File: config.mk
export PLATFORM = sky130hd
export DESIGN_NAME = cg_memory_copier
export DESIGN_NICKNAME = d
export VERILOG_FILES = /design/src/rtl/cg_memory_copier.sv
export SDC_FILE = /design/constraint.sdc
export NUM_CORES = 1
export LEC_CHECK = 0
export CAP_MARGIN = 40
export CELL_PAD_IN_SITES_DETAIL_PLACEMENT = 1
export CELL_PAD_IN_SITES_GLOBAL_PLACEMENT = 1
export CORE_MARGIN = 4
export CORE_UTILIZATION = 41
export CTS_CLUSTER_DIAMETER = 80
export CTS_CLUSTER_SIZE = 25
export DETAILED_ROUTE_END_ITERATION = 12
export PLACE_DENSITY_LB_ADDON = 0.1
export SLEW_MARGIN = 10
export SYNTH_ARGS = -nofsm -noshare
export SYNTH_HDL_FRONTEND = slang
export SYNTH_SLANG_ARGS = --single-unit
File: constraint.sdc
create_clock -name i_clk -period 4.5 [get_ports i_clk]
set_input_delay 0.675 -clock i_clk [delete_from_list [all_inputs] [get_ports i_clk]]
set_output_delay 0.675 -clock i_clk [all_outputs]
set_load 0.005 [all_outputs]
File: src/rtl/cg_memory_copier.sv
// Block-copy initiator: streams i_len words from a source to a destination address
// over decoupled read/write channels, buffering read data in a small credit-managed FIFO.
module cg_memory_copier #(
   parameter int DATA_WIDTH = 32,
   parameter int ADDR_WIDTH = 32,
   parameter int LEN_WIDTH  = 16,
   parameter int FIFO_DEPTH = 4
) (
   input  logic                  i_clk,
   input  logic                  i_rst,
   input  logic                  i_start,
   input  logic [ADDR_WIDTH-1:0] i_src_addr,
   input  logic [ADDR_WIDTH-1:0] i_dst_addr,
   input  logic [LEN_WIDTH-1:0]  i_len,
   output logic                  o_busy,
   output logic                  o_done,
   output logic [LEN_WIDTH-1:0]  o_words_done,
   output logic [ADDR_WIDTH-1:0] o_raddr,
   output logic                  o_raddr_valid,
   input  logic                  i_raddr_ready,
   input  logic [DATA_WIDTH-1:0] i_rdata,
   input  logic                  i_rdata_valid,
   output logic                  o_rdata_ready,
   output logic [ADDR_WIDTH-1:0] o_waddr,
   output logic [DATA_WIDTH-1:0] o_wdata,
   output logic                  o_wen,
   output logic                  o_wdata_valid,
   input  logic                  i_wdata_ready
);
   // state  | meaning
   // S_IDLE | waiting for i_start, channels quiet
   // S_RUN  | issuing reads and draining the FIFO into writes
   // S_DONE | one-cycle completion pulse
   typedef enum logic [1:0] {S_IDLE, S_RUN, S_DONE} state_t;

   localparam int PW = $clog2(FIFO_DEPTH);
   localparam int CW = $clog2(FIFO_DEPTH + 1);

   state_t                r_state;
   logic [ADDR_WIDTH-1:0] r_raddr;
   logic [ADDR_WIDTH-1:0] r_waddr;
   logic [LEN_WIDTH-1:0]  r_len;
   logic [LEN_WIDTH-1:0]  r_reads_issued;
   logic [LEN_WIDTH-1:0]  r_words_done;
   logic [CW-1:0]         r_outstanding;
   logic [CW-1:0]         r_count;
   logic [PW-1:0]         r_wr_ptr;
   logic [PW-1:0]         r_rd_ptr;
   logic [DATA_WIDTH-1:0] r_fifo [FIFO_DEPTH];

   logic          w_run;
   logic [CW:0]   w_credit_used;
   logic          w_raddr_valid;
   logic          w_raccept;
   logic          w_rtake;
   logic          w_push;
   logic          w_wvalid;
   logic          w_wbeat;

   assign w_run         = (r_state == S_RUN);
   // Credits cover both in-flight reads and buffered words, so a returning beat always has room.
   assign w_credit_used = {1'b0, r_outstanding} + {1'b0, r_count};
   assign w_raddr_valid = w_run && (r_reads_issued < r_len) &&
                          (w_credit_used < (CW+1)'(FIFO_DEPTH));
   assign w_raccept     = w_raddr_valid && i_raddr_ready;
   assign w_rtake       = w_run && i_rdata_valid;
   assign w_push        = w_rtake && (r_outstanding != '0);
   assign w_wvalid      = w_run && (r_count != '0);
   assign w_wbeat       = w_wvalid && i_wdata_ready;

   assign o_busy        = (r_state != S_IDLE);
   assign o_done        = (r_state == S_DONE);
   assign o_words_done  = r_words_done;
   assign o_raddr       = r_raddr;
   assign o_raddr_valid = w_raddr_valid;
   assign o_rdata_ready = w_run;
   assign o_waddr       = r_waddr;
   assign o_wdata       = w_wvalid ? r_fifo[r_rd_ptr] : '0;
   assign o_wen         = w_wvalid;
   assign o_wdata_valid = w_wvalid;

   always_ff @(posedge i_clk) begin
      if (i_rst) begin
         r_state        <= S_IDLE;
         r_raddr        <= '0;
         r_waddr        <= '0;
         r_len          <= '0;
         r_reads_issued <= '0;
         r_words_done   <= '0;
         r_outstanding  <= '0;
         r_count        <= '0;
         r_wr_ptr       <= '0;
         r_rd_ptr       <= '0;
      end else begin
         case (r_state)
            S_IDLE: begin
               if (i_start) begin
                  r_raddr        <= i_src_addr;
                  r_waddr        <= i_dst_addr;
                  r_len          <= i_len;
                  r_reads_issued <= '0;
                  r_words_done   <= '0;
                  r_outstanding  <= '0;
                  r_count        <= '0;
                  r_wr_ptr       <= '0;
                  r_rd_ptr       <= '0;
                  r_state        <= (i_len == '0) ? S_DONE : S_RUN;
               end
            end
            S_RUN: begin
               if (w_raccept) begin
                  r_raddr        <= r_raddr + ADDR_WIDTH'(1);
                  r_reads_issued <= r_reads_issued + LEN_WIDTH'(1);
               end
               r_outstanding <= r_outstanding + CW'(w_raccept) - CW'(w_push);
               r_count       <= r_count + CW'(w_push) - CW'(w_wbeat);
               if (w_push)
                  r_wr_ptr <= r_wr_ptr + PW'(1);
               if (w_wbeat) begin
                  r_rd_ptr     <= r_rd_ptr + PW'(1);
                  r_waddr      <= r_waddr + ADDR_WIDTH'(1);
                  r_words_done <= r_words_done + LEN_WIDTH'(1);
                  if ((r_words_done + LEN_WIDTH'(1)) == r_len)
                     r_state <= S_DONE;
               end
            end
            S_DONE:  r_state <= S_IDLE;
            default: r_state <= S_IDLE;
         endcase
      end
   end

   always_ff @(posedge i_clk) begin
      if (w_push)
         r_fifo[r_wr_ptr] <= i_rdata;
   end

   a_no_orphan_beat : assert property (@(posedge i_clk) disable iff (i_rst)
      !(w_rtake && (r_outstanding == '0)));
   a_no_fifo_overflow : assert property (@(posedge i_clk) disable iff (i_rst)
      !(w_push && (r_count == CW'(FIFO_DEPTH))));

endmodule
==> results of run 1 <==
## kinds of logic after synthesis
family | Yosys count
buf+inv | 127
simple gates | 489
flops | 254
fa+ha+maj | 31
xor+xnor | 23
compound gates | 322
mux | 34
## flip-flops by register name (all words and copies together), names as in the netlist, named ones only
| name | count |
|---|---|
| r_fifo | 128 |
| o_raddr | 32 |
| o_waddr | 32 |
| o_words_done | 16 |
| r_len | 16 |
| r_reads_issued | 16 |
| r_count | 3 |
| r_outstanding | 3 |
| r_rd_ptr | 2 |
| r_state | 2 |
| r_wr_ptr | 2 |
## metal layers
metal,up-vias,global-route usage
met3,44,0.0430
met5,-,0
li1,5168,-
met2,223,0.382
met1,5525,0.313
met4,6,0.0512
## worst max path at each step
stage,from,end,cells past startpoint
floorplan,r_len[13],r_outstanding[2],18
global placement,r_len[15],r_outstanding[2],16
detailed placement,r_len[15],r_outstanding[2],16
CTS,r_len[15],r_outstanding[2],16
global route,r_len[15],r_outstanding[2],16
finish,r_len[15],r_outstanding[2],16
## synth_stat cells (all sizes together), types with 8 or more instances
library cell,count
nor2,95
nor3,27
and3,50
edfxtp,128
o31ai,11
nand2,145
a211oi,19
xor2,11
o21ai,65
dfxtp,126
nand4,24
clkbuf,68
nor4,21
inv,32
a31oi,17
xnor2,10
o211ai,10
or3,13
o32ai,8
nand3,55
a21oi,123
and4,10
buf,26
or4,8
mux4,32
ha,29
nand2b,12
and2,15
a311oi,14
## metrics by stage
stage          worst slack (ns)  total power [uW]  cell area (sq um)  hold WS [ns]
5_1_grt                   0.140              4940              15900         0.517
6_report                  0.480              4720              15900         0.488
3_5_place_dp              0.299              3230              15400         0.477
4_1_cts                   0.256              4780              15900         0.488
2_1_floorplan              1.02              2900              12800         0.455
3_3_place_gp              0.469              3220              15400         0.475
## report_power, final
part	internal, uW	switching [uW]	leakage, uW
Sequential	2480	79.8	0.00218
Clock	695	843	0.000241
Combinational	296	322	0.00297
Total	3470	1240	0.00539
## tightest hold or removal path: cells and delay by family (launching register included)
| family | cells | cell delay, ns |
|---|---|---|
| AOI/OAI and AO/OA | 1 | 0.05 |
| DFF | 1 | 0.33 |
| and+or+nand+nor | 1 | 0.06 |
## final cells by class
class | count | area [sq um] | area share
timing repair buffer | 258 | 2540 | 0.160
clock inverter | 7 | 72.6 | 0.00456
sequential | 254 | 6370 | 0.400
antenna | 2 | 5.00 | 0.000315
tap | 396 | 495 | 0.0311
clock buffer | 21 | 419 | 0.0263
inverter | 33 | 126 | 0.00794
multi-input combinational | 899 | 5880 | 0.370
## what timing repair did
item                                    4_1_cts  5_1_grt
endpoints found under the setup margin        0        1
resized for setup                             0        1
buffers inserted                              0        0
hold buffers                                  0        0
==> flow_metrics.env, run 1 <==
export IMPL_utilization=0.519
export IMPL_r2r_end="r_outstanding[2]"
export IMPL_drt_iter0_markers=658
export IMPL_synth_top_flop_cell="edfxtp_1"
export IMPL_syn_inst=1280
export IMPL_nNetsFinal=1611
export IMPL_synth_mux_area_frac=0.0580
export IMPL_setup_viol=0
export IMPL_max_slew_margin=0.403
export IMPL_max_cap_violations=0
export IMPL_drc_errors=0
export IMPL_cts_sinks=254
export IMPL_rr_startpoint="r_len[15]"
export IMPL_clock_fmax_mhz=249
export IMPL_crit_buf_inv=4
export IMPL_fin_setup_tns_ns=0
export IMPL_synthesis_area_sq_mm=0.0128
export IMPL_grt_overflow_total=0
export IMPL_grt_usage=0.229
export IMPL_wl_per_cell_microns=21.5
export IMPL_fillCellCount=3368
export IMPL_critPathMaxStageDelay_ns=0.55
export IMPL_grt_pass1_vias=11000
export IMPL_synth_xor_area_share=0.0179
export IMPL_hold_violations=0
export IMPL_grt_pass1_wl_mm=62.7
export IMPL_min_period_over_period=0.893
export IMPL_startpoint_type="flip-flop"
export IMPL_p_per_area_mw_per_mm2=297
export IMPL_hold_depth=2
export IMPL_worst_pin_slew_ns=0.896
export IMPL_antenna_left=0
export IMPL_synthAdderAreaFrac=0.0316
export IMPL_num_vias=11000
export IMPL_end_kind="flip-flop"
export IMPL_skew_ns=0.0410
export IMPL_cts_root_buf="clkbuf_16"
export IMPL_crit_slowest_cell="and4_2"
export IMPL_ys_async_sr_fraction=0
export IMPL_synth_top_area_frac=0.301
export IMPL_syn_to_final_growth_pct=24.6
export IMPL_m1WireLength_mm=17.8
export IMPL_viasPerCell=5.86
export IMPL_dr_wl_met3_mm=2.09
export IMPL_worstHoldPathType="reg2reg"
export IMPL_irDropWorstVdd_mv=0.268
export IMPL_start_util=0.416
export IMPL_chipHeight_microns=184
export IMPL_outcome="complete, no violations"
export IMPL_io_pins=236
export IMPL_cts_tree="done"
export IMPL_cts_buffer_depth=3
export IMPL_synthSimpleGateAreaFrac=0.194
export IMPL_synth_top_family_by_area="simple AND/OR/NAND/NOR gates"
export IMPL_die_w_microns=184
export IMPL_seq_area_frac_synth=0.499
export IMPL_highest_layer="met5"
export IMPL_core_area_sq_mm=0.0307
export IMPL_port_buffers=235
export IMPL_htreeDepth=1
export IMPL_worstHoldStart="r_len[7]"
export IMPL_min_to="r_len[7]"
export IMPL_clk_pin_slew_ns=0.10
export IMPL_path_max_fanout=15
export IMPL_wl_met2_mm=19.4
export IMPL_yosysTopAreaCell="edfxtp_1"
export IMPL_final_cell_mix="clkdlybuf4s50_1, nand2_1, edfxtp_1, dfxtp_1, a21oi_1"
export IMPL_grt_setup_unrepaired="no"
export IMPL_synth_compound_area_frac=0.158
export IMPL_synth_area_leaders="edfxtp_1, dfxtp_1, mux4_2"
export IMPL_finalNonFillerCells=1870
export IMPL_die_area_sq_mm=0.0340
export IMPL_reg2reg_slack_ns=0.48
export IMPL_synth_cell_type_count=72
export IMPL_yosys_warnings=0
export IMPL_dp_hpwl_mm=28.0
export IMPL_syn_num_nets=1429
export IMPL_finalCriticalPeriod_ns=4.02
export IMPL_drt_total_wl_mm=40.2
export IMPL_cts_made_buffers=16
export IMPL_crit_chain="inv_1 > ha_1 > nor4_1 > nand4_1 > a31oi_1 > and4_2 > clkinv_2 > ha_1 > inv_1 > ha_1 > inv_1 > fa_1 > xor2_1 > o21ai_0 > a22oi_1 > nor2_1"
export IMPL_placedCellCount=1840
export IMPL_drv_slew=0
export IMPL_rows=64
export IMPL_ys_seq_elements=254
export IMPL_grt_max_degree=82
export IMPL_place_congestion=0.860
export IMPL_worst_endpoint_arrival_ns=4.43
export IMPL_crit_family="simple AND/OR/NAND/NOR gates"
export IMPL_synth_edf_count=128
export IMPL_synth_area_per_cell_sq_um=9.98
export IMPL_r2r_cells=16
export IMPL_antenna_found_initial=5
export IMPL_worstSetupPathType="reg2reg"
export IMPL_layout_drive_gt1_share=0.0727
export IMPL_p_leak_uw=0.00539
export IMPL_insertion_delay_ns=0.52
export IMPL_layout_commonest_cell="clkdlybuf4s50_1"
export IMPL_cp_required_ns=4.91
export IMPL_firstDrtPassIters=5
Note: power is estimated with default switching activity, not from simulation.
==> inputs of run 2 (changes only) <==
Settings changed: CORE_ASPECT_RATIO set to 0.75.
==> flow_metrics.env, run 2 (same netlist as run 1, synthesis figures left out) <==
export IMPL_wl_per_cell_microns=22.4
export IMPL_grt_pass1_wl_mm=65.7
export IMPL_placed_cell_area_sq_mm=0.0155
export IMPL_regMostFlops="r_fifo"
export IMPL_drc_errors=0
export IMPL_antenna_found_initial=2
export IMPL_drv_slew=0
export IMPL_cp_required_ns=4.92
export IMPL_insertion_delay_ns=0.52
export IMPL_setup_viol=0
export IMPL_chipHeight_microns=161
export IMPL_worst_pin_slew_ns=0.854
export IMPL_crit_chain="inv_1 > ha_1 > nand4_1 > or3_1 > or4_4 > and4_1 > clkinv_2 > ha_1 > inv_1 > ha_1 > inv_1 > fa_1 > xor2_1 > o21ai_0 > a22oi_1 > nor2_1"
export IMPL_antenna_cells=0
export IMPL_reg2reg_slack_ns=0.68
export IMPL_path_max_fanout=14
export IMPL_utilization=0.524
export IMPL_grt_pass1_vias=11300
export IMPL_cts_root_buf="clkbuf_16"
export IMPL_worstHoldPathType="reg2reg"
export IMPL_fin_setup_tns_ns=0
export IMPL_io_pins=236
export IMPL_layout_drive_gt1_share=0.0720
export IMPL_antenna_left=0
export IMPL_die_area_sq_mm=0.0341
export IMPL_clk_pin_slew_ns=0.11
export IMPL_hold_violations=0
export IMPL_startpoint_type="flip-flop"
export IMPL_final_cell_mix="clkdlybuf4s50_1, nand2_1, edfxtp_1, dfxtp_1, a21oi_1"
export IMPL_p_sw_frac=0.269
export IMPL_p_leak_uw=0.00540
export IMPL_irDropWorstVdd_mv=0.184
export IMPL_cts_setup_buffers=0
export IMPL_p_per_area_mw_per_mm2=295
export IMPL_worstSetupEndpoint="r_outstanding[2]"
export IMPL_core_area_sq_mm=0.0304
export IMPL_critPathLaunch="r_len[15]"
export IMPL_switchingPower_uw=1260
export IMPL_worstSetupPathType="reg2reg"
export IMPL_nNetsFinal=1612
export IMPL_drt_iter0_markers=638
export IMPL_clkPwrFrac=0.320
export IMPL_cts_made_buffers=15
export IMPL_outcome="complete, no violations"
export IMPL_grt_usage=0.238
export IMPL_r2r_cells=16
export IMPL_drt_total_wl_mm=41.8
export IMPL_pwr_share_seq=0.546
export IMPL_fillCellCount=3373
export IMPL_rr_startpoint="r_len[15]"
export IMPL_min_period_over_period=0.850
export IMPL_skew_ns=0.0404
export IMPL_max_cap_violations=0
export IMPL_grt_setup_unrepaired="no"
export IMPL_layout_commonest_cell="clkdlybuf4s50_1"
export IMPL_critPathMaxStageDelay_ns=0.46
export IMPL_start_util=0.420
export IMPL_port_buffers=235
export IMPL_max_slew_margin=0.423
export IMPL_cts_buffer_depth=3
export IMPL_grt_max_degree=69
export IMPL_end_kind="flip-flop"
export IMPL_internal_power_uw=3430
export IMPL_syn_to_final_growth_pct=24.7
export IMPL_clock_fmax_mhz=261
export IMPL_design_area_sq_mm=0.0159
export IMPL_worst_endpoint_arrival_ns=4.25
export IMPL_dp_hpwl_mm=29.6
export IMPL_grt_overflow_total=0
export IMPL_crit_slowest_cell="or4_4"
export IMPL_finalCriticalPeriod_ns=3.82
export IMPL_comb_power_share=0.134
export IMPL_r2r_end="r_outstanding[2]"
export IMPL_cts_tree="done"
export IMPL_viasPerCell=5.88
export IMPL_cts_sinks=254
export IMPL_htreeDepth=1
export IMPL_largest_reg_flops=128
export IMPL_die_w_microns=212
export IMPL_place_congestion=0.860
export IMPL_cts_resized=0
export IMPL_ctsHoldBuffers=0
export IMPL_num_vias=11000
export IMPL_rows=55
export IMPL_firstDrtPassIters=5
-- run 2: area by class of cell --
cell class | instances | area, sq um | area share
timing repair buffer | 260 | 2590 | 0.163
multi-input combinational | 899 | 5880 | 0.369
tap | 399 | 499 | 0.0313
sequential | 254 | 6370 | 0.400
clock inverter | 6 | 65.1 | 0.00409
inverter | 33 | 126 | 0.00793
clock buffer | 20 | 394 | 0.0247
-- run 2: how the worst min path moves through the flow --
stage	slack, ns	cells after the start	from	to
finish	0.49	2	r_len[14]	r_len[14]
global route	0.51	2	r_len[14]	r_len[14]
CTS	0.49	2	r_len[14]	r_len[14]
detailed placement	0.48	2	r_len[14]	r_len[14]
global placement	0.47	2	r_len[14]	r_len[14]
floorplan	0.45	1	r_reads_issued[15]	r_reads_issued[15]
-- run 2: worst max-delay path: cells and delay by family (launching register included) --
| family | cells | cell delay, ns |
|---|---|---|
| simple gates | 5 | 1.35 |
| xor+xnor | 1 | 0.19 |
| compound gates | 2 | 0.32 |
| buf+inv | 4 | 0.38 |
| fa+ha+maj | 4 | 1.13 |
| flops | 1 | 0.38 |
-- run 2: power by group through the flow --
stage                     combinational, uW  sequential (uW)  clock [uW]
after CTS                               633             2570        1540
after global placement                  607             2620           0
final                                   629             2570        1500
after detailed placement                629             2620           0
after floorplan                         302             2600           0
after global routing                    693             2580        1640
-- run 2: per-layer routing --
layer / global-route usage / up-vias / part of all wire
met1: 0.364 / 5530 / 0.48
met5: 0 / - / 0.00079
met2: 0.364 / 266 / 0.45
met4: 0.0337 / 4 / 0.013
li1: - / 5175 / -
met3: 0.0416 / 34 / 0.056
-- run 2: per-stage QoR --
step           power, uW  worst slack (ns)  hold slack (ns)  std cells
6_report            4700             0.676            0.492       1871
5_1_grt             4910             0.399            0.515       1871
4_1_cts             4740             0.669            0.493       1871
3_5_place_dp        3250             0.657            0.479       1845
3_3_place_gp        3220             0.711            0.470       1841
2_1_floorplan       2900              1.02            0.455       1280
==> inputs of run 3 (changes only) <==
Clock period 4.5 ns to 3.59 ns, I/O delays scaled along.
==> flow_metrics.env, run 3 (same netlist as run 1, synthesis figures left out) <==
export IMPL_finalNonFillerCells=1886
export IMPL_antenna_left=0
export IMPL_cts_sinks=254
export IMPL_p_leak_uw=0.00550
export IMPL_hold_violations=0
export IMPL_drt_iter0_markers=734
export IMPL_grtUsageMet3=0.0377
export IMPL_hold_depth=2
export IMPL_grt_usage=0.235
export IMPL_htreeDepth=1
export IMPL_path_max_fanout=4
export IMPL_utilization=0.532
export IMPL_outcome="complete, no violations"
export IMPL_clkPwrFrac=0.318
export IMPL_cts_tree="done"
export IMPL_syn_to_final_growth_pct=26.8
export IMPL_nNetsFinal=1627
export IMPL_place_congestion=0.865
export IMPL_fin_setup_tns_ns=0
export IMPL_design_area_sq_mm=0.0162
export IMPL_p_sw_frac=0.263
export IMPL_dp_hpwl_mm=29.2
export IMPL_wl_per_cell_microns=22.1
export IMPL_die_area_sq_mm=0.0341
export IMPL_pwr_share_seq=0.543
export IMPL_num_vias=11000
export IMPL_grt_pass1_wl_mm=65.2
export IMPL_startpoint_type="flip-flop"
export IMPL_internal_power_uw=4360
export IMPL_firstDrtPassIters=5
export IMPL_antenna_found_initial=2
export IMPL_worstHoldPathType="in2reg"
export IMPL_layout_drive_gt1_share=0.101
export IMPL_io_pins=236
export IMPL_cp_required_ns=3.05
export IMPL_globalRouteMet1Util=0.360
export IMPL_worst_endpoint_arrival_ns=2.95
export IMPL_clk_pin_slew_ns=0.10
export IMPL_ctsHoldBuffers=0
export IMPL_worstSetupPathType="reg2out"
export IMPL_max_slew_margin=0.441
export IMPL_skew_ns=0.0267
export IMPL_final_cell_mix="clkdlybuf4s50_1, nand2_1, edfxtp_1, a21oi_1, dfxtp_1"
export IMPL_end_kind="output port"
export IMPL_p_per_area_mw_per_mm2=366
export IMPL_cts_made_buffers=15
export IMPL_drv_slew=0
export IMPL_placedCellCount=1853
export IMPL_placed_cell_area_sq_mm=0.0156
export IMPL_cts_buffer_depth=3
export IMPL_antenna_cells=0
export IMPL_multiInputGateArea_sq_mm=0.00597
export IMPL_insertion_delay_ns=0.51
export IMPL_max_cap_violations=0
export IMPL_irDropWorstVdd_mv=0.251
export IMPL_largest_reg_flops=128
export IMPL_clock_fmax_mhz=287
export IMPL_comb_power_share=0.139
export IMPL_min_period_over_period=0.972
export IMPL_finalCriticalPeriod_ns=3.49
export IMPL_regMostFlops="r_fifo"
export IMPL_switchingPower_uw=1560
export IMPL_r2r_cells=16
export IMPL_setup_viol=0
export IMPL_met2_usage=0.361
export IMPL_rows=55
export IMPL_viasPerCell=5.86
export IMPL_chipHeight_microns=161
export IMPL_drt_total_wl_mm=41.7
export IMPL_grt_overflow_total=0
export IMPL_worst_pin_slew_ns=0.839
export IMPL_seqCellArea_sq_mm=0.00638
export IMPL_die_w_microns=212
export IMPL_grt_max_degree=77
export IMPL_busiest_layer="met2"
export IMPL_fillCellCount=3351
export IMPL_layout_commonest_cell="clkdlybuf4s50_1"
export IMPL_core_area_sq_mm=0.0304
export IMPL_grt_pass1_vias=11300
export IMPL_drc_errors=0
export IMPL_cts_root_buf="clkbuf_16"
export IMPL_start_util=0.420
export IMPL_port_buffers=235
run 3: cell count changes in the layout (fill, tap and decap cells not counted), moves of 2 or more:
cell	previous run	this run
buf_4	22	35
dfxtp_1	125	115
dfxtp_2	1	10
ha_1	29	22
inv_2	0	7
ha_4	0	6
inv_1	31	25
buf_12	0	4
clkbuf_1	5	3
inv_6	2	4
run 3: layout make-up:
type / instances / area share
Timing Repair Buffer: 275 / 0.169
Clock buffer: 19 / 0.0254
Tap cell: 399 / 0.0308
Clock inverter: 7 / 0.00363
Inverter: 33 / 0.00788
Sequential cell: 254 / 0.394
Multi-Input combinational cell: 899 / 0.369
run 3: layer usage:
metal / up-vias / part of all wire
met2: 275 / 0.45
met5: - / 0.00038
li1: 5189 / -
met4: 4 / 0.014
met3: 38 / 0.056
met1: 5540 / 0.48
run 3: stage by stage:
stage               hold slack, ns  power [uW]  setup WS [ns]
global placement             0.471        4050         0.0831
detailed placement           0.483        4080         0.0487
CTS                          0.274        5970         0.0660
floorplan                    0.455        3630          0.113
finish                       0.295        5920          0.102
global route                 0.286        6180       -0.00452
run 3: repair_timing:
item	CTS	global route
setup endpoints to repair	0	3
setup buffers	0	7
resized for setup	0	31
run 3: path summary, 6_finish.rpt:
path	from	to	slack (ns)
min reg2reg	r_len[9]	r_len[9]	0.50
max	r_len[11]	o_raddr_valid	0.10
min	i_rst	o_raddr[31]	0.30
max reg2reg	r_len[11]	r_outstanding[2]	0.13
run 3: power groups by stage:
stage          combinational, uW  clock, uW  sequential (uW)
2_1_floorplan                379          0             3250
3_3_place_gp                 774          0             3280
3_5_place_dp                 802          0             3280
4_1_cts                      807       1940             3210
5_1_grt                      899       2050             3230
6_report                     822       1880             3220
run 3: worst max-delay path, cell delays in order (launching register included):
cell and delay (ns):
dfxtp_2 0.37, inv_2 0.07, ha_4 0.27, nand4_1 0.12
or3_1 0.39, or4_4 0.58, and3_4 0.22, clkdlybuf4s50_1 0.44
